### src/rtl/adventure_pkg.sv
// Shared types for the direction input block: move directions and input FSM states.
// Button vectors are ordered {W, E, S, N} (bit 0 = N).
package adventure_pkg;

  typedef enum logic [2:0] {
    DIR_NONE,
    DIR_N,
    DIR_S,
    DIR_E,
    DIR_W
  } dir_t;

  typedef enum logic [2:0] {
    ST_IDLE,
    ST_DEBOUNCE,
    ST_FIRE,
    ST_HELD,
    ST_RELEASE
  } in_state_t;

  function automatic logic [3:0] dir_onehot(input dir_t d);
    logic [3:0] v;
    case (d)
      DIR_N:   v = 4'b0001;
      DIR_S:   v = 4'b0010;
      DIR_E:   v = 4'b0100;
      DIR_W:   v = 4'b1000;
      default: v = 4'b0000;
    endcase
    return v;
  endfunction

  // Zero or several buttons map to DIR_NONE, so ambiguous chords are never latched.
  function automatic dir_t onehot_dir(input logic [3:0] v);
    dir_t d;
    case (v)
      4'b0001: d = DIR_N;
      4'b0010: d = DIR_S;
      4'b0100: d = DIR_E;
      4'b1000: d = DIR_W;
      default: d = DIR_NONE;
    endcase
    return d;
  endfunction

endpackage

### src/rtl/btn_sync.sv
// Two-flop synchronizer for one raw asynchronous push button.
module btn_sync (
  input  logic clk,
  input  logic reset,
  input  logic d_i,
  output logic q_o
);

  logic meta_q;
  logic sync_q;

  always_ff @(posedge clk) begin
    if (reset) begin
      meta_q <= 1'b0;
      sync_q <= 1'b0;
    end else begin
      meta_q <= d_i;
      sync_q <= meta_q;
    end
  end

  assign q_o = sync_q;

endmodule

### src/rtl/direction_input.sv
// Debounced four-way direction input emitting single-cycle move pulses.
// Optional hold-to-repeat is compiled in with the DIR_AUTOREPEAT_EN macro.
module direction_input
  import adventure_pkg::*;
#(
  parameter int DEBOUNCE_CYCLES = 16,
  parameter int REPEAT_CYCLES   = 1024
) (
  input  logic clk,
  input  logic reset,
  input  logic btn_n,
  input  logic btn_s,
  input  logic btn_e,
  input  logic btn_w,
  input  logic lock,
  output logic N,
  output logic S,
  output logic E,
  output logic W
);

  localparam int CW = $clog2(DEBOUNCE_CYCLES + 1);
  localparam logic [CW-1:0] CNT_LAST = CW'(DEBOUNCE_CYCLES - 1);

  if (DEBOUNCE_CYCLES < 1 || DEBOUNCE_CYCLES > 65535 ||
      REPEAT_CYCLES < 1 || REPEAT_CYCLES > 1048575) begin : g_bad_param
    $error("direction_input: parameter out of range");
  end

  logic [3:0] raw_vec;
  logic [3:0] sync_vec;
  logic       dir_match;
  logic       rep_fire;

  in_state_t  state_q;
  dir_t       dir_q;
  logic [CW-1:0] cnt_q;
  logic [3:0] pulse_q;

  assign raw_vec = {btn_w, btn_e, btn_s, btn_n};

  for (genvar gi = 0; gi < 4; gi++) begin : g_sync
    btn_sync u_sync (
      .clk   (clk),
      .reset (reset),
      .d_i   (raw_vec[gi]),
      .q_o   (sync_vec[gi])
    );
  end

  assign dir_match = (sync_vec == dir_onehot(dir_q));

`ifdef DIR_AUTOREPEAT_EN
  localparam int RW = $clog2(REPEAT_CYCLES + 1);
  localparam logic [RW-1:0] REP_LAST = RW'(REPEAT_CYCLES - 1);

  logic [RW-1:0] rep_q;

  always_ff @(posedge clk) begin
    if (reset) begin
      rep_q <= '0;
    end else if (state_q == ST_HELD && dir_match) begin
      rep_q <= (rep_q == REP_LAST) ? '0 : rep_q + 1'b1;
    end else begin
      rep_q <= '0;
    end
  end

  assign rep_fire = (state_q == ST_HELD) && dir_match && (rep_q == REP_LAST);
`else
  assign rep_fire = 1'b0;
`endif

  // Pulses are registered on the edge that enters FIRE, so they appear during FIRE.
  always_ff @(posedge clk) begin
    if (reset) begin
      state_q <= ST_IDLE;
      dir_q   <= DIR_NONE;
      cnt_q   <= '0;
      pulse_q <= '0;
    end else begin
      pulse_q <= '0;
      case (state_q)
        ST_IDLE: begin
          if (onehot_dir(sync_vec) != DIR_NONE) begin
            dir_q   <= onehot_dir(sync_vec);
            cnt_q   <= '0;
            state_q <= ST_DEBOUNCE;
          end
        end
        ST_DEBOUNCE: begin
          if (!dir_match) begin
            state_q <= ST_IDLE;
          end else if (cnt_q == CNT_LAST) begin
            state_q <= ST_FIRE;
            if (!lock) pulse_q <= dir_onehot(dir_q);
          end else begin
            cnt_q <= cnt_q + 1'b1;
          end
        end
        ST_FIRE: begin
          state_q <= ST_HELD;
        end
        ST_HELD: begin
          if (sync_vec == 4'b0000) begin
            cnt_q   <= '0;
            state_q <= ST_RELEASE;
          end else if (rep_fire && !lock) begin
            pulse_q <= dir_onehot(dir_q);
          end
        end
        ST_RELEASE: begin
          if (sync_vec != 4'b0000) begin
            state_q <= ST_HELD;
          end else if (cnt_q == CNT_LAST) begin
            state_q <= ST_IDLE;
          end else begin
            cnt_q <= cnt_q + 1'b1;
          end
        end
        default: state_q <= ST_IDLE;
      endcase
    end
  end

  assign N = pulse_q[0];
  assign S = pulse_q[1];
  assign E = pulse_q[2];
  assign W = pulse_q[3];

endmodule

### config.mk
export PLATFORM = sky130hd
export DESIGN_NAME = direction_input
export DESIGN_NICKNAME = d
export VERILOG_FILES = /design/src/rtl/adventure_pkg.sv /design/src/rtl/btn_sync.sv /design/src/rtl/direction_input.sv
export SDC_FILE = /design/constraint.sdc
export NUM_CORES = 1
export LEC_CHECK = 0
export BUFFER_PORTS_ARGS = -buffer_cell sky130_fd_sc_hd__buf_4
export CORE_MARGIN = 2
export CORE_UTILIZATION = 35
export DETAILED_ROUTE_END_ITERATION = 7
export GPL_TIMING_DRIVEN = 0
export SLEW_MARGIN = 15
export SYNTH_ARGS = -nofsm -noshare
export SYNTH_HDL_FRONTEND = slang
export SYNTH_SLANG_ARGS = --single-unit
### constraint.sdc
create_clock -name clk -period 2.5 [get_ports clk]
set_clock_uncertainty 0.15 [all_clocks]
set_input_delay 0.125 -clock clk [delete_from_list [all_inputs] [get_ports clk]]
set_output_delay 0.125 -clock clk [all_outputs]
set_load 0.02 [all_outputs]
Yosys cells after proc, flatten, opt, wreduce, memory -nomap -nowiden
Index checks and enable logic that the tools add are counted.

Register bits after elaboration: 23. Output and inout port bits: 4. Logic and storage cells: 62.

Add/sub/neg operators: 1. Equal/unequal tests: 20. Mux-type cells: 17. Bitwise operators: 3. Reduce and logical (&&, ||, !) cells: 9.

Operator list (number): 2-to-1 mux 5 bit (5); 2-to-1 mux 3 bit (8); one-hot mux 5 bit (4 select lines) (1); one-hot mux 4 bit (4 select lines) (1); one-hot mux 3 bit (5 select lines) (1); == test 3 x 2 -> 1 bit, second input constant (4); one-hot mux 3 bit (4 select lines) (1); inequality test 2 bit, second input constant (4); nonzero test 4 bit (2); == test 3 x 1 -> 1 bit, second input constant (2); == test 3 bit, second input constant (2); inequality test 3 bit, second input constant (2); adder 5 x 1 -> 5 bit, second input constant (1); == test 5 x 4 -> 1 bit, second input constant (1); AND reduction 5 bit (1); OR reduction 5 bit (1); == test 4 x 1 -> 1 bit, second input constant (1); == test 4 x 2 -> 1 bit, second input constant (1); == test 4 x 3 -> 1 bit, second input constant (1); == test 4 bit (1); == test 4 bit, second input constant (1); logical NOT 4 bit (1); AND reduction 4 bit (1); logical NOT 3 bit (1); other kinds (3) (5).

Longest topological paths before layout
Gate-level depths: netlist of run 1.

Depth in word-level cells: 7. Depth in mapped cells: 9.

By module
From an unflattened synthesis of run 1, not the netlist that was laid out.

Cells, all modules: 136. Area, all modules: 1306.3 um^2.

Modules (own cells, without submodules): direction_input (instances 1, cells an instance 120, area an instance 1096.1 um^2); btn_sync (instances 4, cells an instance 4, area an instance 52.6 um^2).

Worst setup path after synthesis of run 1
OpenSTA, ideal clock, no wires.

Path kind: register to register. From: reg cnt_q[0]. To: reg cnt_q[3]. Library setup time: 0.070 ns. Data arrival time: 1.970 ns. Required time: 2.280 ns. Slack: 0.310 ns. Cell stages (with the launch flop): 9. Buffers on the path: 0. Clock period less this slack: 2.190 ns. Cells stage by stage: dfxtp_1 > ha_1 > and3_1 > ha_1 > nor4_1 > and2_1 > o22ai_2 > or3_1 > a21oi_1.

Longest elaborated chain between the ends: 4. Elaborated cells between the ends (all ways): 6.

RTL lines: from (decl) (RTL line direction_input.sv:37) `logic [CW-1:0] cnt_q;`; from (signal assigned) (RTL line direction_input.sv:98) `cnt_q <= cnt_q + 1'b1;`; from (signal assigned) (RTL line direction_input.sv:118) `cnt_q <= cnt_q + 1'b1;`; adder 5 x 1 -> 5 bit or == test 5 x 4 -> 1 bit (tied branches); 2-to-1 mux 5 bit (*) (RTL line direction_input.sv:94, direction_input.sv:115); 2-to-1 mux 5 bit, on equally long branches (RTL line direction_input.sv:113, direction_input.sv:92); one-hot mux 5 bit (4 select lines) (*) (RTL line direction_input.sv:83) `case (state_q)`.

Every way passes the cells marked *; elsewhere a longest branch is shown, timed or not. The select of a mux whose other input is x is not followed. A chain may end at the register's enable or synchronous reset.

Final worst setup path of run 1
Same ends and word-level chain as after synthesis.

==> results.md, run 1 <==
* GR Layer Usage met3 at 0.02523
* Non-filler cells in the finished layout at 198
* Floorplan core area at 3311 um^2
* Max Clock Freq at 0.4254 GHz
* Number of standard-cell rows in the floorplan at 21
* FFs w/ async S/R, synth at 0
* Number of buffers created by CTS at 3
* Iteration count of the initial detailed-routing pass at 4
* Number of buffers inserted by port buffering at 10
* Final Setup Violations at 0
* Worst vdd rail ir drop at 0.2806 mV
* Busiest metal layer after global routing: met2
* Seq/Total Area, Yosys at 0.3849
* Critical path peak fanout at 7
* GP Congestion at 0.7609
* Remaining design rule violation count at 0
* Die footprint at 3901 um^2
* Status: finished, final reports clean
* Remaining global-route overflow at 0
* Synth-to-layout area growth at 18.93%
* Clock-pin slew on the worst setup and hold paths at 140 ps
* Number of antenna violations at the first check in global routing at 0
* WL per Instance at 11.61 um
* Flop2flop setup slack at 150 ps
* Worst setup path category: flip-flop to flip-flop
* Global routing met1 resource utilization at 0.1513
* Vias per Instance at 5.081
* Largest net degree at the start of global routing at 14
* Dpl hpwl at 1742 um
* Required time worst endpoint at 2610 ps
* Count of different cell masters after synthesis at 44
* Number of antenna-violating nets in the routed design at 0
* Count of H-tree levels built during CTS at 1
* Total Routing Usage GR at 0.1278
* Nature of the critical path startpoint: flip-flop
* Final count of hold timing violations at 0
* Vias after detailed routing at 1006
* Min Hold Slack at 303.8 ps
* Setup repair after global routing missed its margin: no
* Category of the worst setup path capture point: flip-flop
* # nets final at 162
* Max-cap check violation count at 0
* Commonest non-fill, non-tap cell in the layout: sky130_fd_sc_hd__dfxtp_1
* Final cycle utilization of the critical path at 0.9402
* Number of enable flip-flop cells after synthesis at 0
* Io pins at 11
* TritonCTS clock tree: built
* Mapped Cells at 132
* Insertion delay to the later sink of the worst-skew pair at 320 ps
* Mapped Area at 1196 um^2
* Utilization of the core after routing at 0.4297
* Average size of a mapped cell at 9.062 um^2
* Number of clock sinks seen by CTS at 23
* Die Width at 62.46 um
* Final total negative setup slack at 0 ps
* Yosys reg bits at 23
* Share of layout cells above drive strength 1 at 0.1711
* Final Routed Wirelength at 2299 um
* Top library cells by usage in the layout, fill and taps aside: sky130_fd_sc_hd__dfxtp_1 (23), sky130_fd_sc_hd__nor2_1 (13), sky130_fd_sc_hd__buf_4 (10)
* Die height at 62.46 um
* Synthesized netlist net count at 141
* Placed Cells incl. Taps at 188
* Largest buffer count on any clock path at 2
* Initial cell density of the core at 0.3613
* DRT iter0 DRCs at 20
* Top FF cell, synth: sky130_fd_sc_hd__dfxtp_1
* Design Power at 898.7 uW
* Power per cell area at 631.7 nW/um^2
* Leakage power summed over all cells at 0.5296 nW
* Met2 Usage GRT at 0.2258
* Kind of path behind the tightest hold check: flip-flop to flip-flop
* CTS Root Buffer Type: sky130_fd_sc_hd__clkbuf_4
* Data arrival time of the critical path at 2460 ps
* Diode insertion count for antenna repair at 0
* Vias in the first global route at 968
* Wire length of the first global-routing pass at 4071 um
* Warning count from the yosys run at 0
* Layout fillers at 348
* Relative slew slack at 0.7136
* Final worst path period need at 2351 ps
* Pin slew with the least headroom to its limit at 426.3 ps
* Slew Limit Fails at 0
state kept, by name, indices dropped and copies added (netlist names):
name,count
g_sync.u_sync.q_o,4
state_q,3
pulse_q,4
dir_q,3
cnt_q,5
g_sync.u_sync.meta_q,4
power breakdown:
group,switching [mW],internal (mW)
Combinational,0.163,0.131
Clock,0.116,0.0598
Sequential,0.0308,0.399
worst paths after layout:
check / startpoint / to / depth (start not counted)
min: g_sync[1].u_sync.meta_q$_SDFF_PP0_ / g_sync[1].u_sync.q_o$_SDFF_PP0_ / 1
max reg2reg: cnt_q[0]$_SDFFE_PP0P_ / cnt_q[3]$_SDFFE_PP0P_ / 8
min reg2reg: g_sync[1].u_sync.meta_q$_SDFF_PP0_ / g_sync[1].u_sync.q_o$_SDFF_PP0_ / 1
max: cnt_q[0]$_SDFFE_PP0P_ / cnt_q[3]$_SDFFE_PP0P_ / 8
metrics by stage:
stage	instance area [um^2]	setup WS, ps
global route	1423	17.89
detailed placement	1329	106.1
global placement	1329	142.0
finish	1423	149.4
floorplan	1196	309.5
CTS	1416	59.62
layout make-up:
| type | count | area (um^2) | area share |
|---|---|---|---|
| multi-input combinational | 96 | 674.4 | 0.4741 |
| sequential | 23 | 460.4 | 0.3237 |
| timing repair buffer | 16 | 135.1 | 0.09499 |
| tap | 46 | 57.56 | 0.04046 |
| buffer | 8 | 48.80 | 0.03430 |
| clock buffer | 3 | 22.52 | 0.01583 |
| inverter | 5 | 18.77 | 0.01319 |
| clock inverter | 1 | 5.005 | 0.003518 |
critical path: stages (launching register included):
cell	delay (ps)
sky130_fd_sc_hd__dfxtp_1	360
sky130_fd_sc_hd__ha_1	210
sky130_fd_sc_hd__and3_1	190
sky130_fd_sc_hd__ha_1	220
sky130_fd_sc_hd__nor4_2	230
sky130_fd_sc_hd__and2_1	230
sky130_fd_sc_hd__o22ai_2	170
sky130_fd_sc_hd__or3_1	380
sky130_fd_sc_hd__a21oi_1	140
per-layer routing:
layer  wire length [um]  up-vias
li1                   -      516
met1               1114      476
met2               1098       12
met3                 66        2
met4                 19        0
met5                  0        -
kinds of logic after synthesis:
kind of cell               Yosys count  synth area share
AOI/OAI and AO/OA                   24            0.1600
buffers and inverters               13           0.05647
DFF                                 23            0.3849
and+or+nand+nor                     60            0.3013
muxes                                2           0.01778
xor gates and xnor gates             8           0.05857
adders and majority gates            2           0.02092
what timing repair did:
item                       4_1_cts  5_1_grt
hold buffers                     6        0
resized for setup                0        1
buffers inserted                 0        0
setup endpoints to repair        0        3
hold endpoints to repair        11        0
synthesized netlist by cell type (2+ instances only):
| cell type | count | share of area |
|---|---|---|
| sky130_fd_sc_hd__a31oi_1 | 3 | 0.016 |
| sky130_fd_sc_hd__buf_6 | 2 | 0.019 |
| sky130_fd_sc_hd__nand3b_1 | 3 | 0.019 |
| sky130_fd_sc_hd__inv_1 | 4 | 0.013 |
| sky130_fd_sc_hd__xnor2_1 | 4 | 0.029 |
| sky130_fd_sc_hd__nor2_1 | 13 | 0.041 |
| sky130_fd_sc_hd__nor4_1 | 2 | 0.010 |
| sky130_fd_sc_hd__clkbuf_1 | 3 | 0.0094 |
| sky130_fd_sc_hd__nor3_1 | 8 | 0.033 |
| sky130_fd_sc_hd__nand2_1 | 6 | 0.019 |
| sky130_fd_sc_hd__nor4b_1 | 3 | 0.022 |
| sky130_fd_sc_hd__or3_1 | 4 | 0.021 |
| sky130_fd_sc_hd__dfxtp_1 | 23 | 0.38 |
| sky130_fd_sc_hd__a21oi_1 | 7 | 0.029 |
| sky130_fd_sc_hd__or4_1 | 2 | 0.013 |
| sky130_fd_sc_hd__xor2_1 | 4 | 0.029 |
| sky130_fd_sc_hd__nor2b_1 | 8 | 0.042 |
| sky130_fd_sc_hd__o21ai_1 | 2 | 0.0084 |
| sky130_fd_sc_hd__o21bai_1 | 2 | 0.013 |
| sky130_fd_sc_hd__ha_1 | 2 | 0.021 |
| sky130_fd_sc_hd__buf_2 | 3 | 0.013 |
| sky130_fd_sc_hd__nor3b_1 | 2 | 0.013 |
(Power assumes the default switching activity.)
==> inputs of run 2 (changes only) <==
--- a/config.mk
+++ b/config.mk
@@ -7,7 +7,7 @@
 export LEC_CHECK = 0
 export BUFFER_PORTS_ARGS = -buffer_cell sky130_fd_sc_hd__buf_4
 export CORE_MARGIN = 2
-export CORE_UTILIZATION = 35
+export CORE_UTILIZATION = 30
 export DETAILED_ROUTE_END_ITERATION = 7
 export GPL_TIMING_DRIVEN = 0
 export SLEW_MARGIN = 15
==> results.md, run 2 (synthesis results as in run 1) <==
* Number of antenna-violating nets in the routed design at 0 (unchanged)
* Iteration count of the initial detailed-routing pass at 4 (unchanged)
* GP Congestion at 0.8420 (+11%)
* Pin slew with the least headroom to its limit at 407.1 ps (-19.29 ps)
* Remaining global-route overflow at 0 (unchanged)
* Die Width at 67.15 um (+7.5%)
* Final count of hold timing violations at 0 (unchanged)
* Number of stages on the worst hold path at 4 (+3)
* Die footprint at 4508 um^2 (+16%)
* Initial cell density of the core at 0.3195 (-0.04178)
* Share of layout cells above drive strength 1 at 0.1656 (-0.005490)
* Placed Cells incl. Taps at 190 (+1.1%)
* Power per cell area at 665.4 nW/um^2 (+5.3%)
* Diode insertion count for antenna repair at 0 (unchanged)
* Number of buffers created by CTS at 3 (unchanged)
* Insertion delay to the later sink of the worst-skew pair at 270 ps (-50 ps)
* Clock-pin slew on the worst setup and hold paths at 80 ps (-60 ps)
* Die height at 67.15 um (+7.5%)
* Vias per Instance at 4.940 (-2.8%)
* Total Routing Usage GR at 0.1103 (-0.01746)
* Final worst path period need at 2351 ps (+0.1440 ps)
* Category of the worst setup path capture point: flip-flop
* Setup repair after global routing missed its margin: no
* Final Routed Wirelength at 2301 um (about the same)
* Slew Limit Fails at 0 (unchanged)
* Status: finished, final reports clean
* Worst vdd rail ir drop at 0.3513 mV (+25%)
* Leakage power summed over all cells at 0.5305 nW (+0.16%)
* Synth-to-layout area growth at 19.77%
* Floorplan core area at 3744 um^2 (+13%)
* TritonCTS clock tree: built
* Final Setup Violations at 0 (unchanged)
* Count of H-tree levels built during CTS at 1 (unchanged)
* Largest net degree at the start of global routing at 13 (-1)
* Max-cap check violation count at 0 (unchanged)
* Buffers inserted by post-CTS timing repair at 0 (unchanged)
* Wire length of the first global-routing pass at 3719 um (-8.6%)
* Vias in the first global route at 888 (-8.3%)
* Required time worst endpoint at 2540 ps (-70 ps)
* Final total negative setup slack at 0 ps (unchanged)
* Number of standard-cell rows in the floorplan at 22 (+4.8%)
* Flip-flop count of the largest register after layout at 5 (unchanged)
* Final cycle utilization of the critical path at 0.9403 (about the same)
* Data arrival time of the critical path at 2390 ps (-70 ps)
* Number of antenna violations at the first check in global routing at 0 (unchanged)
* Remaining design rule violation count at 0 (unchanged)
* Largest buffer count on any clock path at 2 (unchanged)
* CTS Root Buffer Type: sky130_fd_sc_hd__clkbuf_8
* DRT iter0 DRCs at 31 (+55%)
* Kind of path behind the tightest hold check: primary input to flip-flop
* Min Hold Slack at 63.14 ps (-240.7 ps)
* Post-place instance area at 1331 um^2 (+0.19%)
* Vias after detailed routing at 983 (-2.3%)
* Design Power at 953.2 uW (+6.1%)
* Non-filler cells in the finished layout at 199 (+0.51%)
* Most flop-heavy register: cnt_q
* Relative slew slack at 0.7248 (+0.01117)
* Io pins at 11 (unchanged)
* R2r worst-path depth at 8 (unchanged)
* Worst setup path category: flip-flop to flip-flop
* Number of clock sinks seen by CTS at 23 (unchanged)
* Critical path peak fanout at 7 (unchanged)
* Dpl hpwl at 1687 um (-3.2%)
* Nature of the critical path startpoint: flip-flop
* Top library cells by usage in the layout, fill and taps aside: sky130_fd_sc_hd__dfxtp_1 (23), sky130_fd_sc_hd__nor2_1 (13), sky130_fd_sc_hd__buf_4 (10)
* WL per Instance at 11.56 um (-0.42%)
* Number of buffers inserted by port buffering at 10 (unchanged)
* # nets final at 161 (-0.62%)
* Post-Layout Inst Area at 1433 um^2 (+0.70%)
* Commonest non-fill, non-tap cell in the layout: sky130_fd_sc_hd__dfxtp_1
* Max Clock Freq at 0.4254 GHz (about the same)
[run 2: changes by cell type in the layout (fill, tap and decap cells not counted)]
cell / delta
sky130_fd_sc_hd__clkinv_2: -1
sky130_fd_sc_hd__clkbuf_1: +1
sky130_fd_sc_hd__clkbuf_4: -3
sky130_fd_sc_hd__dlygate4sd3_1: -1
sky130_fd_sc_hd__clkbuf_8: +3
[run 2: path summary, 6_finish.rpt]
kind	from	end	slack, ps
min	lock	pulse_q[0]$_SDFF_PP0_	60
max	cnt_q[0]$_SDFFE_PP0P_	cnt_q[3]$_SDFFE_PP0P_	150
max reg2reg	cnt_q[0]$_SDFFE_PP0P_	cnt_q[3]$_SDFFE_PP0P_	150
min reg2reg	g_sync[0].u_sync.meta_q$_SDFF_PP0_	g_sync[0].u_sync.q_o$_SDFF_PP0_	280
[run 2: layout make-up]
type	count	area [um^2]
fillers	399	2311
multi-input cells	96	674.4
flip-flops and latches	23	460.4
repair buffers	15	125.1
well taps	48	60.06
plain buffers	8	48.80
clock buffers	4	45.04
inverters	5	18.77
[run 2: per-stage QoR]
stage	utilization	worst slack (ps)
global placement	0.3556	145.7
CTS	0.3810	84.11
floorplan	-	309.5
detailed placement	0.3556	122.7
global route	0.3827	48.90
finish	0.3827	149.3
[run 2: layer usage]
layer | up-vias | wire, um | part of all wire | GRT usage
met5 | - | 0 | 0 | 0
met4 | 0 | 29 | 0.013 | 0.05612
met3 | 4 | 100 | 0.043 | 0.03500
met2 | 20 | 1085 | 0.47 | 0.1696
met1 | 446 | 1086 | 0.47 | 0.1383
li1 | 513 | - | - | -
[run 2: critical path, stage by stage (launching register included)]
cell,delay [ps]
sky130_fd_sc_hd__dfxtp_1,340
sky130_fd_sc_hd__ha_1,210
sky130_fd_sc_hd__and3_1,180
sky130_fd_sc_hd__ha_1,220
sky130_fd_sc_hd__nor4_2,270
sky130_fd_sc_hd__and2_1,230
sky130_fd_sc_hd__o22ai_2,160
sky130_fd_sc_hd__or3_1,380
sky130_fd_sc_hd__a21oi_1,140
[run 2: repair_timing]
item,in CTS,in global routing
hold endpoints to repair,8,0
setup endpoints to repair,0,2
gates resized for setup,0,1
hold buffers,5,0
[run 2: power by group]
group | switching (mW) | total [mW] | internal [mW]
registers | 0.0316 | 0.430 | 0.399
logic | 0.163 | 0.292 | 0.130
clock network | 0.117 | 0.230 | 0.114
